<file path="config.mk">
export PLATFORM = sky130hd
export DESIGN_NAME = dual_input_debounce
export DESIGN_NICKNAME = d
export VERILOG_FILES = /design/src/rtl/dual_input_debounce.sv
export SDC_FILE = /design/constraint.sdc
export NUM_CORES = 1
export LEC_CHECK = 0
export BUFFER_PORTS_ARGS = -buffer_cell sky130_fd_sc_hd__buf_2
export CAP_MARGIN = 20
export CELL_PAD_IN_SITES_DETAIL_PLACEMENT = 0
export CELL_PAD_IN_SITES_GLOBAL_PLACEMENT = 1
export CORE_MARGIN = 2
export CORE_UTILIZATION = 49
export CTS_CLUSTER_SIZE = 24
export DETAILED_ROUTE_END_ITERATION = 8
export HOLD_SLACK_MARGIN = 0.03
export MAX_ROUTING_LAYER = met4
export PLACE_DENSITY = 0.94
export SYNTH_ARGS = -nofsm -noshare
export SYNTH_HDL_FRONTEND = slang
export SYNTH_SLANG_ARGS = --single-unit
</file>
<file path="constraint.sdc">
create_clock -name clk -period 4.9 [get_ports clk]
set_clock_uncertainty 0.15 [all_clocks]
set_input_delay 0.245 -clock clk [delete_from_list [all_inputs] [get_ports clk]]
set_output_delay 0.245 -clock clk [all_outputs]
set_load 0.01 [all_outputs]
</file>
<file path="src/rtl/dual_input_debounce.sv">
// Two-channel input conditioner: 2-flop synchroniser, stability-count debounce filter,
// registered rise/fall strobes and saturating rejected-glitch counters per channel.
module dual_input_debounce #(
  parameter int unsigned DEB_CYCLES = 10,
  parameter int unsigned CNT_W      = 10,
  parameter int unsigned GLT_W      = 8
) (
  input  logic             clk,
  input  logic             rstn,
  input  logic             A,
  input  logic             B,
  output logic             a_clean,
  output logic             b_clean,
  output logic             a_rise,
  output logic             a_fall,
  output logic             b_rise,
  output logic             b_fall,
  output logic [GLT_W-1:0] a_glitch_cnt,
  output logic [GLT_W-1:0] b_glitch_cnt
);

  localparam logic [CNT_W-1:0] CntLast = CNT_W'(DEB_CYCLES - 1);

  // Channel index 0 is A, index 1 is B.
  logic [1:0]       raw;
  logic [1:0]       s1_q, s2_q;
  logic [1:0]       state_q, state_d;
  logic [1:0]       rise_q, rise_d;
  logic [1:0]       fall_q, fall_d;
  logic [CNT_W-1:0] cnt_q [2];
  logic [CNT_W-1:0] cnt_d [2];
  logic [GLT_W-1:0] glt_q [2];
  logic [GLT_W-1:0] glt_d [2];

  assign raw = {B, A};

  always_comb begin
    state_d = state_q;
    rise_d  = '0;
    fall_d  = '0;
    for (int ch = 0; ch < 2; ch++) begin
      cnt_d[ch] = cnt_q[ch];
      glt_d[ch] = glt_q[ch];
      if (s2_q[ch] == state_q[ch]) begin
        // Input fell back to the clean level before the candidate matured.
        if (cnt_q[ch] != '0) begin
          cnt_d[ch] = '0;
          if (glt_q[ch] != '1) begin
            glt_d[ch] = glt_q[ch] + GLT_W'(1);
          end
        end
      end else if (cnt_q[ch] == CntLast) begin
        state_d[ch] = s2_q[ch];
        cnt_d[ch]   = '0;
        rise_d[ch]  = s2_q[ch];
        fall_d[ch]  = ~s2_q[ch];
      end else begin
        cnt_d[ch] = cnt_q[ch] + CNT_W'(1);
      end
    end
  end

  always_ff @(posedge clk or negedge rstn) begin
    if (!rstn) begin
      s1_q    <= '0;
      s2_q    <= '0;
      state_q <= '0;
      rise_q  <= '0;
      fall_q  <= '0;
      cnt_q[0] <= '0;
      cnt_q[1] <= '0;
      glt_q[0] <= '0;
      glt_q[1] <= '0;
    end else begin
      s1_q    <= raw;
      s2_q    <= s1_q;
      state_q <= state_d;
      rise_q  <= rise_d;
      fall_q  <= fall_d;
      cnt_q[0] <= cnt_d[0];
      cnt_q[1] <= cnt_d[1];
      glt_q[0] <= glt_d[0];
      glt_q[1] <= glt_d[1];
    end
  end

  assign a_clean      = state_q[0];
  assign b_clean      = state_q[1];
  assign a_rise       = rise_q[0];
  assign a_fall       = fall_q[0];
  assign b_rise       = rise_q[1];
  assign b_fall       = fall_q[1];
  assign a_glitch_cnt = glt_q[0];
  assign b_glitch_cnt = glt_q[1];

endmodule

</file>
==> metrics <==
number of antenna diodes 0; worst hold path startpoint s1_q[0]; fin crit share 0.3957; vias in the first global route around 1300; CTS root buf clkbuf_8; hold endpoint s2_q[0]; All-Layer GR Usage 0.1635; main area contributors after synthesis dfrtp_1, xor2_1, ha_1; Vias/cell 5.151; kind of critical path flip-flop to flip-flop; Sink Count 46; number of distinct library cells after synthesis 28; Worst Path Max Fanout 9; CP endpoint kind flip-flop; R2R setup slack between 2 and 3 ns; Hold/Removal Path Class flip-flop to flip-flop; grt ovf 0; Routed WL 3.631 mm; worst setup path start cnt_q[2]; Vias between 1000 and 1500; post-place setup slack roughly 3.0 ns; Post-DRT Antenna Nets 0; Area growth, synth to finish 14.14%; crit-path max cell delay 0.46 ns; DIE AREA ~0.005 mm2; R2R Path End b_glitch_cnt[1]; Syn. warnings 0; CP max-delay cell and4b_1; worst hold path depth 0; Syn Area/Cell roughly 11 um2; initial antenna violation count 0; dominant cell type by area after synthesis dfrtp_1; Syn Nets about 200; share of the synthesized area in the top cell type 0.5266; max cap viols 0; peak supply drop between 0.0002 and 0.00025 V; share of cells above drive strength 1 0.2168; Final min period 1.939 ns; Worst slew margin 0.7162; Die Ht 70.79 um; P per Cell Area a little under 500 mW/mm2; post-CTS sizing 0; IO Pins 26; Buffers on Ports 25; CTS tree done; Core Area roughly 0.0043 mm2; die width between 70 and 80 um; worst skew pair latency approximately 0.3 ns; actual slew at the worst max-slew pin 0.4226 ns; Final Max Slew Viols 0; CTS Buffer Depth 2; Finish-stage setup viols 0; Synth Register Bits between 40 and 50; type of origin of the critical path flip-flop; Layout fillers between 300 and 400; register area share after synthesis 0.5266; Leakage between 0.001 and 0.0015 uW; worst setup margin 2.961 ns; reg2reg start cnt_q[2]; status completed; Clock transition at path regs approximately 0.08 ns; CTS buffer count 5; Post-layout nets approximately 240; synthesized cell area 0.002186 mm2; Cell Rows 24; initial core utilization 0.5055; initial drt markers slightly below 70; r2r worst-path depth 4; Syn Inst Count 191; setup repair after global routing missed its margin no; # DRC 0; CP Data Arrival Time between 1.5 and 2 ns; WP data required 4.94 ns; first-pass GRT wire length approximately 6.2 mm; H-tree depth 2; hpwl dp around 2.5 mm; setup TNS 0 ns; Max Clk Rate 0.5157 GHz; crit-path cells nor4_2 > and4b_1 > nor2_2 > mux2_4; wire per inst about 13 um; GPL Wtd Cong 0.8517; largest net degree at the start of global routing between 40 and 50; Hold Fails Final Rpt 0; first-pass detailed-route iteration total 4
-- critical path: cells and delay by family (launching register included) --
kind,cells,cell delay [ns]
AND/OR/NAND/NOR,3,0.93
flip-flops,1,0.45
multiplexers,1,0.30
-- through the flow --
| stage | area [um2] | utilization | hold slack [ns] | cells | total power, uW |
|---|---|---|---|---|---|
| floorplan | 2186 | - | -0.2006 | 191 | 868.7 |
| global placement | 2354 | 0.5443 | 0.1822 | 266 | 962.6 |
| detailed placement | 2354 | 0.5443 | 0.1905 | 266 | 975.8 |
| CTS | 2475 | 0.5723 | 0.2093 | 277 | 1222 |
| global route | 2495 | 0.5770 | 0.2110 | 278 | 1300 |
| finish | 2495 | 0.5770 | 0.2059 | 278 | 1206 |
-- metal layers --
| layer | vias to the layer above | share of wire | GRT usage |
|---|---|---|---|
| met5 | - | 0 | - |
| met4 | 0 | 0.016 | 0.05241 |
| met3 | 7 | 0.033 | 0.04701 |
| met2 | 22 | 0.45 | 0.2326 |
| met1 | 679 | 0.50 | 0.2277 |
| li1 | 724 | - | - |
-- power breakdown --
part | total (uW) | switching [uW] | internal (uW)
combinational | 398 | 220 | 178
sequential | 571 | 112 | 459
clock | 238 | 124 | 114
total | 1210 | 456 | 751
-- what timing repair did --
item / 4_1_cts / 5_1_grt
hold buffers: 3 / 0
buffers inserted: 0 / 0
endpoints found under the hold margin: 48 / 0
-- cell usage in the layout (no fill, tap or decap), types with 2 or more instances in the layout --
master / synthesis / final
ha_1: 8 / 8
and3_1: 4 / 4
nor3b_1: 5 / 5
and4b_1: 2 / 2
dlygate4sd3_1: 0 / 3
nor3_1: 8 / 8
o211ai_1: 2 / 2
nand4_1: 7 / 7
clkbuf_8: 0 / 6
inv_1: 8 / 8
xor2_1: 23 / 23
xnor2_1: 8 / 8
nor2_1: 20 / 20
nand3_1: 14 / 14
dfrtp_1: 46 / 46
mux2_2: 2 / 2
nor4b_2: 2 / 2
buf_2: 0 / 25
mux2_4: 2 / 2
o21ai_0: 4 / 4
nor4_2: 4 / 4
nand2_1: 12 / 12
-- registers in the layout (all words and copies together) (netlist names) --
register      count
b_glitch_cnt      8
rise_q            2
state_q           2
s2_q              2
fall_q            2
cnt_q            20
s1_q              2
a_glitch_cnt      8
-- cell families (layout without fill, tap and decap cells) --
logic type      Yosys count  count (layout)  synth area share
simple gates             83              83            0.2204
mux                       4               4           0.02404
buf+inv                  10              45           0.02404
xor+xnor                 32              32            0.1317
flops                    46              46            0.5266
fa+ha+maj                 8               8           0.04579
compound gates            8               8           0.02748
-- cell usage after synthesis --
master,instances
and3_1,4
and4_1,1
and4b_1,2
buf_6,2
dfrtp_1,46
ha_1,8
inv_1,8
mux2_2,2
mux2_4,2
nand2_1,12
nand3_1,14
nand4_1,7
nor2_1,20
nor2_2,1
nor2_4,1
nor3_1,8
nor3b_1,5
nor3b_2,1
nor4_1,1
nor4_2,4
nor4b_2,2
o211ai_1,2
o21ai_0,4
o21ai_2,1
o21ai_4,1
xnor2_1,8
xnor2_2,1
xor2_1,23
-- how the worst max path moves through the flow --
stage	endpoint	slack, ns	cells past startpoint
3_5_place_dp	b_glitch_cnt[1]	2.97	4
5_1_grt	b_glitch_cnt[1]	2.86	4
4_1_cts	b_glitch_cnt[1]	2.97	4
2_1_floorplan	b_glitch_cnt[1]	3.19	6
6_report	b_glitch_cnt[1]	2.96	4
3_3_place_gp	a_glitch_cnt[1]	3.04	4
-- cell type report --
| cell class | instances | area, um2 | area share |
|---|---|---|---|
| sequential | 46 | 1151 | 0.4614 |
| timing repair buffer | 29 | 175.2 | 0.07021 |
| clock buffer | 7 | 86.33 | 0.03460 |
| multi-input combinational | 135 | 982.2 | 0.3937 |
| inverter | 8 | 30.03 | 0.01204 |
| clock inverter | 1 | 5.005 | 0.002006 |
| tap | 52 | 65.06 | 0.02608 |
Power figures use the tool's default switching activity.
